File: config.mk
export PLATFORM = sky130hd
export DESIGN_NAME = ring_arbiter
export DESIGN_NICKNAME = d
export VERILOG_FILES = /design/src/rtl/ring_arbiter.sv
export SDC_FILE = /design/constraint.sdc
export NUM_CORES = 1
export LEC_CHECK = 0
export ABC_CLOCK_PERIOD_IN_PS = 4600
export CAP_MARGIN = 20
export CELL_PAD_IN_SITES_DETAIL_PLACEMENT = 0
export CELL_PAD_IN_SITES_GLOBAL_PLACEMENT = 1
export CORE_MARGIN = 1
export CORE_UTILIZATION = 40
export CTS_BUF_LIST = sky130_fd_sc_hd__clkbuf_8
export CTS_CLUSTER_SIZE = 10
export DETAILED_ROUTE_END_ITERATION = 8
export PLACE_DENSITY = 0.77
export SLEW_MARGIN = 20
export SYNTH_ARGS = -nofsm -noshare
export SYNTH_HDL_FRONTEND = slang
export SYNTH_SLANG_ARGS = --single-unit
File: constraint.sdc
create_clock -name clk -period 4.6 [get_ports clk]
set_input_delay 0.46 -clock clk [delete_from_list [all_inputs] [get_ports clk]]
set_output_delay 0.46 -clock clk [all_outputs]
set_load 0.02 [all_outputs]
File: src/rtl/ring_arbiter.sv
// Round-robin arbiter granting ring-transmit access to one port at a time,
// with a per-tenure hold limit and a drain gap between consecutive owners.
`timescale 1ns/1ps

module ring_arbiter #(
  parameter int NUM_PORTS = 4,
  parameter int MAX_HOLD  = 255,
  parameter int GAP_CYC   = 1
) (
  input  logic                         clk,
  input  logic                         reset_n,
  input  logic [NUM_PORTS-1:0]         rarb_req,
  input  logic [NUM_PORTS-1:0]         port_en,
  output logic [NUM_PORTS-1:0]         rarb_ack,
  output logic                         grant_vld,
  output logic [$clog2(NUM_PORTS)-1:0] grant_id,
  output logic                         arb_timeout,
  output logic [1:0]                   arb_state
);

  localparam int IDW = $clog2(NUM_PORTS);
  localparam int HCW = $clog2(MAX_HOLD + 1);

  localparam logic [1:0] ST_IDLE  = 2'd0;
  localparam logic [1:0] ST_GRANT = 2'd1;
  localparam logic [1:0] ST_GAP   = 2'd2;

  // Handshake: rarb_req is a level held for the whole frame; rarb_ack rises
  // one cycle after an accepted request and falls one cycle after the request
  // (masked by port_en) drops or the hold limit is reached.

  logic [1:0]           state;
  logic [IDW-1:0]       last;
  logic [HCW-1:0]       hold_cnt;
  logic [3:0]           gap_cnt;

  logic [NUM_PORTS-1:0] eff_req;
  logic                 pick_found;
  logic [IDW-1:0]       pick_id;
  logic [IDW:0]         scan_idx;
  logic [NUM_PORTS-1:0] pick_onehot;
  logic                 own_req;
  logic                 hold_expired;

  assign eff_req      = rarb_req & port_en;
  assign own_req      = eff_req[grant_id];
  assign hold_expired = (hold_cnt == HCW'(MAX_HOLD - 1));
  assign pick_onehot  = NUM_PORTS'(1) << pick_id;
  assign arb_state    = state;

  // Scan upward from the port after the last winner, wrapping at NUM_PORTS.
  always_comb begin
    pick_found = 1'b0;
    pick_id    = '0;
    scan_idx   = '0;
    for (int k = 1; k <= NUM_PORTS; k++) begin
      scan_idx = {1'b0, last} + (IDW+1)'(k);
      if (scan_idx >= (IDW+1)'(NUM_PORTS)) begin
        scan_idx = scan_idx - (IDW+1)'(NUM_PORTS);
      end
      if (!pick_found && eff_req[scan_idx[IDW-1:0]]) begin
        pick_found = 1'b1;
        pick_id    = scan_idx[IDW-1:0];
      end
    end
  end

  always_ff @(posedge clk or negedge reset_n) begin
    if (!reset_n) begin
      state       <= ST_IDLE;
      rarb_ack    <= '0;
      grant_vld   <= 1'b0;
      grant_id    <= '0;
      arb_timeout <= 1'b0;
      last        <= IDW'(NUM_PORTS - 1);
      hold_cnt    <= '0;
      gap_cnt     <= '0;
    end else begin
      arb_timeout <= 1'b0;
      case (state)
        ST_IDLE: begin
          if (pick_found) begin
            state     <= ST_GRANT;
            rarb_ack  <= pick_onehot;
            grant_vld <= 1'b1;
            grant_id  <= pick_id;
            last      <= pick_id;
            hold_cnt  <= '0;
          end
        end
        ST_GRANT: begin
          if (hold_cnt != HCW'(MAX_HOLD)) begin
            hold_cnt <= hold_cnt + 1'b1;
          end
          if (!own_req || hold_expired) begin
            rarb_ack    <= '0;
            grant_vld   <= 1'b0;
            // A drop in the expiry cycle is an ordinary release, not a timeout.
            arb_timeout <= own_req;
            if (GAP_CYC > 0) begin
              gap_cnt <= 4'(GAP_CYC - 1);
              state   <= ST_GAP;
            end else begin
              state <= ST_IDLE;
            end
          end
        end
        ST_GAP: begin
          if (gap_cnt == 4'd0) begin
            state <= ST_IDLE;
          end else begin
            gap_cnt <= gap_cnt - 1'b1;
          end
        end
        default: begin
          state     <= ST_IDLE;
          rarb_ack  <= '0;
          grant_vld <= 1'b0;
        end
      endcase
    end
  end

endmodule

==> results of run 1 <==
==> worst max path at each step <==
| stage | end | slack (ns) | cells past startpoint | startpoint |
|---|---|---|---|---|
| after detailed placement | gap_cnt[0]$_DFFE_PN0P_ | 2.22 | 5 | rarb_req[3] |
| after global placement | rarb_ack[0]$_DFFE_PN0P_ | 2.26 | 5 | rarb_req[0] |
| after floorplan | hold_cnt[1]$_DFFE_PN0P_ | 2.90 | 4 | arb_state[0]$_DFFE_PN0P_ |
| after global routing | rarb_ack[2]$_DFFE_PN0P_ | 2.35 | 5 | rarb_req[0] |
| after CTS | rarb_ack[0]$_DFFE_PN0P_ | 2.49 | 5 | rarb_req[0] |
| final | rarb_ack[2]$_DFFE_PN0P_ | 2.48 | 5 | rarb_req[0] |
==> state kept, by name, indices dropped and copies added, names as in the netlist <==
| name | flops |
|---|---|
| last | 2 |
| hold_cnt | 8 |
| rarb_ack | 4 |
| grant_vld | 1 |
| arb_timeout | 1 |
| grant_id | 2 |
| arb_state | 2 |
| gap_cnt | 4 |
==> Yosys cell counts, types with 2 or more instances <==
cell,count,area share [%]
inv_1,5,1.4
dfrtp_1,22,41
xnor2_1,5,3.2
nand4_1,4,1.8
nand2b_1,2,0.92
and4_1,2,1.3
mux2i_1,2,1.5
buf_2,3,1.1
a22oi_1,2,1.1
xor2_1,2,1.3
and2_1,3,1.4
o22ai_1,2,0.92
o21ai_0,4,1.5
a21o_1,2,1.1
mux4_2,2,3.3
nand2_1,8,2.2
nand3_1,7,2.6
a21oi_1,6,2.2
a2111oi_2,2,2.2
o2bb2ai_1,2,1.3
ha_1,4,3.7
nor3_1,3,1.1
nor2_1,17,4.7
a211oi_1,2,1.1
nor2b_1,2,0.92
dfstp_2,2,3.9
==> power breakdown <==
| group | internal (uW) | leakage (uW) | switching [uW] | total (uW) |
|---|---|---|---|---|
| Combinational | 187 | 0.000328 | 214 | 401 |
| Sequential | 275 | 0.000313 | 68.4 | 344 |
| Clock | 76.3 | 0.0000288 | 64.2 | 141 |
==> per-layer routing <==
layer,vias to the layer above,routed length (um),part of all wire (%),GRT usage [%]
met5,-,0,0,0
met3,2,90,3.3,4.76
met1,496,1410,51,26.2
met2,22,1230,45,27.0
met4,0,19,0.69,4.65
li1,534,-,-,-
==> per-stage QoR <==
step	total power, uW	hold WS [ns]	util [%]	cells	instance area [um^2]
after detailed placement	750	0.481	50.9	194	1590
final	885	0.165	52.5	198	1640
after CTS	895	0.505	52.7	198	1650
after global placement	747	0.478	50.9	194	1590
after global routing	950	0.215	52.5	198	1640
after floorplan	601	0.164	-	134	1360
==> final cells by class <==
| class | instances | area, um^2 |
|---|---|---|
| Clock buffer | 4 | 55.1 |
| Timing Repair Buffer | 20 | 193 |
| Fill cell | 286 | 1490 |
| Inverter | 5 | 18.8 |
| Tap cell | 44 | 55.1 |
| Multi-Input combinational cell | 101 | 718 |
| Sequential cell | 24 | 603 |
==> kinds of logic (layout without fill, tap and decap cells) <==
group / Yosys count / in the layout / share of synthesized area [%]
and+or+nand+nor: 56 / 56 / 21.7
AOI/OAI and AO/OA: 29 / 29 / 17.3
DFF: 24 / 24 / 44.4
buffers and inverters: 9 / 29 / 2.76
xor gates and xnor gates: 7 / 7 / 4.51
muxes: 5 / 5 / 5.62
adders and majority gates: 4 / 4 / 3.68
==> metrics.md, run 1 <==
| Metric | Value |
|---|---|
| Worst Slack Setup Final | `~2.5 ns` |
| Area Growth Syn to Fin | `20.9%` |
| Die Wd | `60.3 um` |
| Setup TNS | `0 ns` |
| R2R Path End | `rarb_ack[2]$_DFFE_PN0P_` |
| Root buffer cell | `clkbuf_8` |
| Final hold violations | `0` |
| Wire per inst | `13.9 um` |
| FF-to-FF setup slack | `~2.8 ns` |
| Clk pin slew, worst setup/hold paths | `about 0.080 ns` |
| Total CTS buffers | `3` |
| # IOs | `20` |
| Syn_area_per_cell | `between 10 and 15 um^2` |
| Min Tclk post-route | `2.12 ns` |
| Critical Path Fanout Max | `6` |
| CP max-delay cell | `a222oi_1` |
| Post-route ant nets | `0` |
| Worst-margin pin slew | `0.908 ns` |
| RePlAce Congestion | `between 0.8 and 0.9` |
| Fin nets | `approximately 170` |
| Reg2reg start | `last[1]$_DFFE_PN1P_` |
| RSZ-0062 raised after global routing | `false` |
| Hold Crit Class | `in2async` |
| Post-synth top flop | `dfrtp_1` |
| Worst path top cell family by delay | `compound AO/OA/AOI/OAI gates` |
| First-pass GRT wire length | `4900 um` |
| CP startpoint kind | `input pin` |
| CP Capture Type | `register` |
| Number of buffers and inverters on the critical path | `1` |
| Post-Synthesis Cells | `134` |
| Ys async rst share | `100%` |
| Post-Syn Area | `roughly 0.0014 mm^2` |
| Sequential-to-total area share from yosys stat | `between 40% and 50%` |
| Die ar. | `about 0.0036 mm^2` |
| Peak supply drop | `0.307 mV` |
| Data arrival, critical path | `between 2 and 2.5 ns` |
| Gr usage total | `between 10% and 20%` |
| Number of global-route vias before repair | `around 1100` |
| Synth cell types | `43` |
| HPWL Detailed | `between 2000 and 2500 um` |
| Max_cap viols | `0` |
| P_leak | `around 0.00067 uW` |
| Clock Latency Late Sink | `0.26 ns` |
| Mapped Nets | `~150` |
| Die Ht | `60.3 um` |
| Critical Path, Cell by Cell | `clkdlybuf4s50_1 > and2_1 > o22ai_1 > a222oi_1 > a22o_2` |
| Post-Route WL | `around 2700 um` |
| Initial antenna violation count | `0` |
| Clock Skew | `between 0.0015 and 0.002 ns` |
| Status | `completed` |
| Syn. warnings | `0` |
| Setup violators final | `0` |
| Hold_buf cts | `0` |
| Slowest stage delay, CP | `0.82 ns` |
| Vias/cell | `5.32` |
| Global route total overflow | `0` |
| # resized after CTS | `0` |
| Most frequent cells in the layout | `dfrtp_1, clkdlybuf4s50_1, nor2_1` |
| CTS tree | `built` |
| IO buf count | `19` |
| Initial drt markers | `50` |
| Core ar. | `between 0.003 and 0.004 mm^2` |
| Initial DRT Pass Iterations | `4` |
| H-tree Lvls | `1` |
| Worst EP required | `about 4.8 ns` |
| DRC Markers | `0` |
| Post-synth EDFFs | `0` |
| Fin crit share | `between 40 and 50%` |
| Max-slew violation count | `0` |
| Initial Utilization | `43.4%` |
| Commonest non-fill, non-tap cell in the layout | `dfrtp_1` |
| Cell Rows | `20` |
| CTS sink cnt | `24` |
| Largest net degree at the start of global routing | `25` |
| Synth Register Bits | `24` |
| Max Root-Sink Buffers | `2` |
| Fmax | `between 400 and 500 MHz` |
| Share of layout cells above drive strength 1 | `a little under an eighth` |
| Setup bufs post-CTS | `0` |
| Dpl ws | `approximately 2.2 ns` |
| PD cells | `between 500 and 600 mW/mm^2` |
| Setup Crit Path Kind | `in2reg` |
| Vias | `1054` |
| # diodes | `0` |
| FF-to-FF path depth | `3` |
| Max-slew headroom | `39.4%` |
No activity file was read; power rests on OpenSTA's default activity.
==> inputs of run 2 (changes only) <==
Settings changed: ABC_CLOCK_PERIOD_IN_PS 4600 to 2130.
Clock period 4.6 ns to 2.13 ns, I/O delays scaled along.
==> metrics.md, run 2 (same netlist as run 1, synthesis figures left out) <==
| Metric | Value |
|---|---|
| CTS sink cnt | `24 (unchanged)` |
| Most frequent cells in the layout | `dfrtp_1, clkdlybuf4s50_1, nor2_1` |
| Global-route met2 utilization | `30.8% (+3.8 points)` |
| # diodes | `0 (unchanged)` |
| Gr usage total | `18.7% (+0.48 points)` |
| Root buffer cell | `clkbuf_8` |
| Worst-margin pin slew | `0.430 ns (-0.478 ns)` |
| Initial Utilization | `43.4% (unchanged)` |
| Setup TNS | `0 ns (unchanged)` |
| Status | `completed` |
| Crit. Startpoint | `rarb_req[3]` |
| H-tree Lvls | `1 (unchanged)` |
| Met1 Usage GRT | `24.4% (-1.8 points)` |
| CTS tree | `built` |
| Critical Path, Cell by Cell | `clkdlybuf4s50_1 > and2_2 > mux4_2 > a21oi_1 > o22ai_1` |
| Setup violators final | `0 (unchanged)` |
| Tot Pwr | `1930 uW (+120%)` |
| Initial antenna violation count | `0 (unchanged)` |
| Hold Crit Class | `in2async` |
| CP Capture Type | `register` |
| Reg power frac | `39.0% (+0.2 points)` |
| Top Usage Layer GRT | `met2` |
| Initial DRT Pass Iterations | `4 (unchanged)` |
| First-pass GRT wire length | `5080 um (+3.7%)` |
| Slowest stage delay, CP | `0.50 ns (-0.32 ns)` |
| Hold_buf cts | `0 (unchanged)` |
| Clock Skew | `0.00108 ns (-0.000911 ns)` |
| # resized after CTS | `0 (unchanged)` |
| Die Ht | `60.3 um (unchanged)` |
| CP max-delay cell | `mux4_2` |
| Clock Latency Late Sink | `0.26 ns (about the same)` |
| Wire per inst | `13.9 um (+0.41%)` |
| Dpl ws | `0.0180 ns (-2.20 ns)` |
| Die ar. | `0.00363 mm^2 (unchanged)` |
| Max-slew violation count | `0 (unchanged)` |
| Number of global-route vias before repair | `1135 (+5.2%)` |
| Biggest register | `hold_cnt` |
| Sw power | `770 uW (+120%)` |
| Fin nets | `174 (+3.0%)` |
| Setup bufs post-CTS | `0 (unchanged)` |
| Worst EP required | `2.25 ns (-2.55 ns)` |
| Multi-input gate area in the final layout | `718 um^2 (unchanged)` |
| Largest net degree at the start of global routing | `25 (unchanged)` |
| Worst Slack Setup Final | `0.298 ns (-2.18 ns)` |
| P_leak | `0.000692 uW (+3.3%)` |
| Biggest regs | `hold_cnt (8), gap_cnt (4), rarb_ack (4)` |
| # IOs | `20 (unchanged)` |
| RSZ-0062 raised after global routing | `false` |
| Cell Rows | `20 (unchanged)` |
| Critical Path Fanout Max | `5 (-1)` |
| Post-route ant nets | `0 (unchanged)` |
| Combinational share of power | `47.2% (+1.9 points)` |
| Clk pin slew, worst setup/hold paths | `0.08 ns (about the same)` |
| Peak supply drop | `0.614 mV (+100%)` |
| FF+latch area | `603 um^2 (unchanged)` |
| Reg2reg start | `hold_cnt[4]$_DFFE_PN0P_` |
| Fmax | `approximately 550 MHz` |
| HPWL Detailed | `2130 um (+1.3%)` |
| Setup Crit Path Kind | `in2reg` |
| IO buf count | `19 (unchanged)` |
| Max reg flops | `8 (unchanged)` |
| Max-slew headroom | `71.2% (+32 points)` |
| Share of layout cells above drive strength 1 | `13.2% (+1.5 points)` |
| Dpl cell area | `0.00163 mm^2 (+2.4%)` |
| DRC Markers | `0 (unchanged)` |
| RePlAce Congestion | `0.863 (+1.5%)` |
| Sw Share | `39.9% (+0.70 points)` |
| Vias/cell | `5.48 (+3.0%)` |
| Die Wd | `60.3 um (unchanged)` |
| PD cells | `1150 mW/mm^2 (+110%)` |
| Global route total overflow | `0 (unchanged)` |
| Total CTS buffers | `3 (unchanged)` |
| Fillers | `294 (+2.8%)` |
| Area Growth Syn to Fin | `23.3%` |
| Max_cap viols | `0 (unchanged)` |
| Finished Cell Area | `0.00168 mm^2 (+2.0%)` |
| Core ar. | `0.00313 mm^2 (unchanged)` |
| Max Root-Sink Buffers | `2 (unchanged)` |
| Final hold violations | `0 (unchanged)` |
| Fin crit share | `a little under nine tenths` |
| Clock power share | `13.8% (-2.1 points)` |
| Min Tclk post-route | `between 1.5 and 2 ns` |
| Initial drt markers | `72 (+44%)` |
| P_int | `1160 uW (+120%)` |
| Commonest non-fill, non-tap cell in the layout | `dfrtp_1` |
| Vias | `1113 (+5.6%)` |
| Met3 global-route usage | `3.68% (-1.1 points)` |
| CP startpoint kind | `input pin` |
| Data arrival, critical path | `1.96 ns (-0.36 ns)` |
| Min Hold Slack | `0.315 ns (+0.150 ns)` |
| Post-Route WL | `2830 um (+2.9%)` |
[run 2: power by group through the flow]
stage | clock network, uW | logic (uW) | registers [uW]
2_1_floorplan | 0 | 480 | 817
3_3_place_gp | 0 | 903 | 759
3_5_place_dp | 0 | 912 | 764
4_1_cts | 277 | 919 | 755
5_1_grt | 306 | 996 | 779
6_report | 266 | 911 | 753
[run 2: critical path: cells and delay by family]
kind / cells / cell delay, ns
buf+inv: 1 / 0.49
compound gates: 2 / 0.53
mux: 1 / 0.50
simple gates: 1 / 0.23
[run 2: final timing paths]
kind                            cells past startpoint                       to  slack (ns)
worst max-delay path                                5   gap_cnt[1]$_DFFE_PN0P_        0.30
worst min-delay path                                2  hold_cnt[7]$_DFFE_PN0P_        0.32
worst max register to register                      4   gap_cnt[1]$_DFFE_PN0P_        0.34
worst min register to register                      1  rarb_ack[1]$_DFFE_PN0P_        0.50
max in group asynchronous                           2      last[0]$_DFFE_PN1P_        1.52
min in group clk                                    1  rarb_ack[1]$_DFFE_PN0P_        0.50
[run 2: per-stage QoR]
stage / util [%] / cells
2_1_floorplan: - / 134
3_3_place_gp: 52.1 / 199
3_5_place_dp: 52.1 / 199
4_1_cts: 53.6 / 203
5_1_grt: 53.6 / 203
6_report: 53.6 / 203
[run 2: final cells by class]
type                    count  area share (%)
well taps                  44            3.29
inverters                   5            1.12
clock inverters             1           0.224
repair buffers             25            14.0
clock buffers               3            2.46
multi-input cells         101            42.9
flip-flops and latches     24            36.0
[run 2: routing by layer]
layer  routed length, um  up-vias  share of wire [%]
met4                  15        0               0.53
met3                 121        2                4.3
met5                   0        -                  0
met2                1380       25                 49
met1                1310      543                 46
li1                    -      543                  -
==> inputs of run 3 (changes only) <==
Settings changed: CTS_CLUSTER_SIZE 10 to 12, GPL_ROUTABILITY_DRIVEN set to 0, PLACE_DENSITY 0.77 to 0.75.
==> metrics.md, run 3 (same netlist as run 1, synthesis figures left out) <==
| Metric | Value |
|---|---|
| CP startpoint kind | `input pin` |
| Clock Skew | `0.00480 ns (+0.00372 ns)` |
| Global route total overflow | `0 (unchanged)` |
| Biggest register | `hold_cnt` |
| Fin nets | `172 (-1.1%)` |
| Data arrival, critical path | `1.90 ns (-0.06 ns)` |
| Most frequent cells in the layout | `dfrtp_1, clkdlybuf4s50_1, nor2_1` |
| Fmax | `567 MHz (+3.9%)` |
| Initial Utilization | `43.4% (unchanged)` |
| Worst-margin pin slew | `0.526 ns (+0.0964 ns)` |
| Area Growth Syn to Fin | `22.9%` |
| Initial antenna violation count | `0 (unchanged)` |
| Peak supply drop | `0.799 mV (+30%)` |
| Die Ht | `60.3 um (unchanged)` |
| DR WL met3 | `76 um (-37%)` |
| Max_cap viols | `0 (unchanged)` |
| P_leak | `0.000685 uW (-1.1%)` |
| Total CTS buffers | `3 (unchanged)` |
| First-pass GRT wire length | `5110 um (+0.67%)` |
| Status | `completed` |
| Core ar. | `0.00313 mm^2 (unchanged)` |
| Initial drt markers | `45 (-38%)` |
| Clk pin slew, worst setup/hold paths | `0.08 ns (about the same)` |
| Die Wd | `60.3 um (unchanged)` |
| DRC Markers | `0 (unchanged)` |
| Root buffer cell | `clkbuf_8` |
| Final core utilization | `53.4% (-0.16 points)` |
| CTS sink cnt | `24 (unchanged)` |
| Max-slew headroom | `64.9% (-6.3 points)` |
| CTS tree | `built` |
| Reg2reg start | `hold_cnt[4]$_DFFE_PN0P_` |
| HPWL Detailed | `2150 um (+0.90%)` |
| Setup violators final | `0 (unchanged)` |
| CP Capture Type | `register` |
| PD cells | `1170 mW/mm^2 (+1.3%)` |
| Die ar. | `0.00363 mm^2 (unchanged)` |
| Initial DRT Pass Iterations | `4 (unchanged)` |
| Share of layout cells above drive strength 1 | `12.7% (-0.47 points)` |
| Max-slew violation count | `0 (unchanged)` |
| Met2 routed WL | `1420 um (+2.5%)` |
| Final hold violations | `0 (unchanged)` |
| Clock Latency Late Sink | `0.27 ns (about the same)` |
| RSZ-0062 raised after global routing | `false` |
| Post-route ant nets | `0 (unchanged)` |
| Setup Crit Path Kind | `in2reg` |
| Wire length on met1 | `1300 um (-0.53%)` |
| Largest net degree at the start of global routing | `25 (unchanged)` |
| Max reg flops | `8 (unchanged)` |
| Setup bufs post-CTS | `0 (unchanged)` |
| Critical Path Fanout Max | `5 (unchanged)` |
| # resized after CTS | `0 (unchanged)` |
| Number of global-route vias before repair | `1127 (-0.70%)` |
| Min Tclk post-route | `1.76 ns (-0.0688 ns)` |
| R2R Path End | `gap_cnt[0]$_DFFE_PN0P_` |
| FF-to-FF setup slack | `0.41 ns (+0.07 ns)` |
| Hold Crit Class | `in2async` |
| H-tree Lvls | `1 (unchanged)` |
| # diodes | `0 (unchanged)` |
| Hold_buf cts | `0 (unchanged)` |
| Commonest non-fill, non-tap cell in the layout | `dfrtp_1` |
| Vias/cell | `5.41 (-1.4%)` |
| Worst EP required | `2.27 ns (+0.02 ns)` |
| Gr usage total | `19.2% (+0.50 points)` |
| Top routing layer used | `met4` |
| FF-to-FF path depth | `4 (unchanged)` |
| # IOs | `20 (unchanged)` |
| Cell Rows | `20 (unchanged)` |
| Fin crit share | `82.8% (-3.2 points)` |
| Setup TNS | `0 ns (unchanged)` |
| Wire per inst | `14.0 um (+0.57%)` |
| Vias | `1087 (-2.3%)` |
| Post-Route WL | `2820 um (-0.42%)` |
| Fillers | `293 (-0.34%)` |
| IO buf count | `19 (unchanged)` |
| Biggest regs | `hold_cnt (8), gap_cnt (4), rarb_ack (4)` |
| Max Root-Sink Buffers | `2 (unchanged)` |
## run 3: changes by cell type in the layout (fill, tap and decap cells not counted)
| cell | delta |
|---|---|
| clkbuf_8 | +1 |
| buf_4 | -2 |
| inv_1 | -1 |
## run 3: worst max-delay path, stage by stage
cell and delay, ns:
clkdlybuf4s50_1 0.47, and2_2 0.22, mux4_2 0.51, a21oi_1 0.34
o21ai_0 0.14
## run 3: worst max path at each step
stage,from,to,depth (start not counted)
floorplan,arb_state[0]$_DFFE_PN0P_,hold_cnt[1]$_DFFE_PN0P_,4
global placement,rarb_req[3],gap_cnt[0]$_DFFE_PN0P_,5
detailed placement,rarb_req[3],gap_cnt[0]$_DFFE_PN0P_,5
CTS,rarb_req[3],gap_cnt[0]$_DFFE_PN0P_,5
global route,hold_cnt[4]$_DFFE_PN0P_,gap_cnt[0]$_DFFE_PN0P_,4
finish,rarb_req[3],gap_cnt[0]$_DFFE_PN0P_,5
## run 3: power by group
| part | internal (uW) | switching [uW] |
|---|---|---|
| clock | 165 | 142 |
| sequential | 594 | 156 |
| combinational | 423 | 469 |
## run 3: cell type report
type / instances / area (um^2) / share of cell area, %
Timing Repair Buffer: 23 / 220 / 13.2
Tap cell: 44 / 55.1 / 3.30
Clock buffer: 4 / 55.1 / 3.30
Multi-Input combinational cell: 101 / 718 / 43.0
Inverter: 5 / 18.8 / 1.12
Sequential cell: 24 / 603 / 36.1
## run 3: metrics by stage
| stage | area [um^2] | hold slack, ns | instances | worst slack (ns) | total power [uW] |
|---|---|---|---|---|---|
| final | 1670 | 0.295 | 201 | 0.367 | 1950 |
| after CTS | 1670 | 0.306 | 201 | 0.384 | 1970 |
| after global placement | 1620 | 0.478 | 197 | 0.112 | 1640 |
| after floorplan | 1360 | -0.0826 | 134 | 0.429 | 1300 |
| after detailed placement | 1620 | 0.475 | 197 | 0.0661 | 1650 |
| after global routing | 1670 | 0.327 | 201 | 0.260 | 2080 |
## run 3: routing by layer
metal / vias up / GRT usage [%]
li1: 539 / -
met1: 533 / 24.3
met2: 12 / 33.0
met3: 3 / 3.90
met4: 0 / 4.98
met5: - / 0
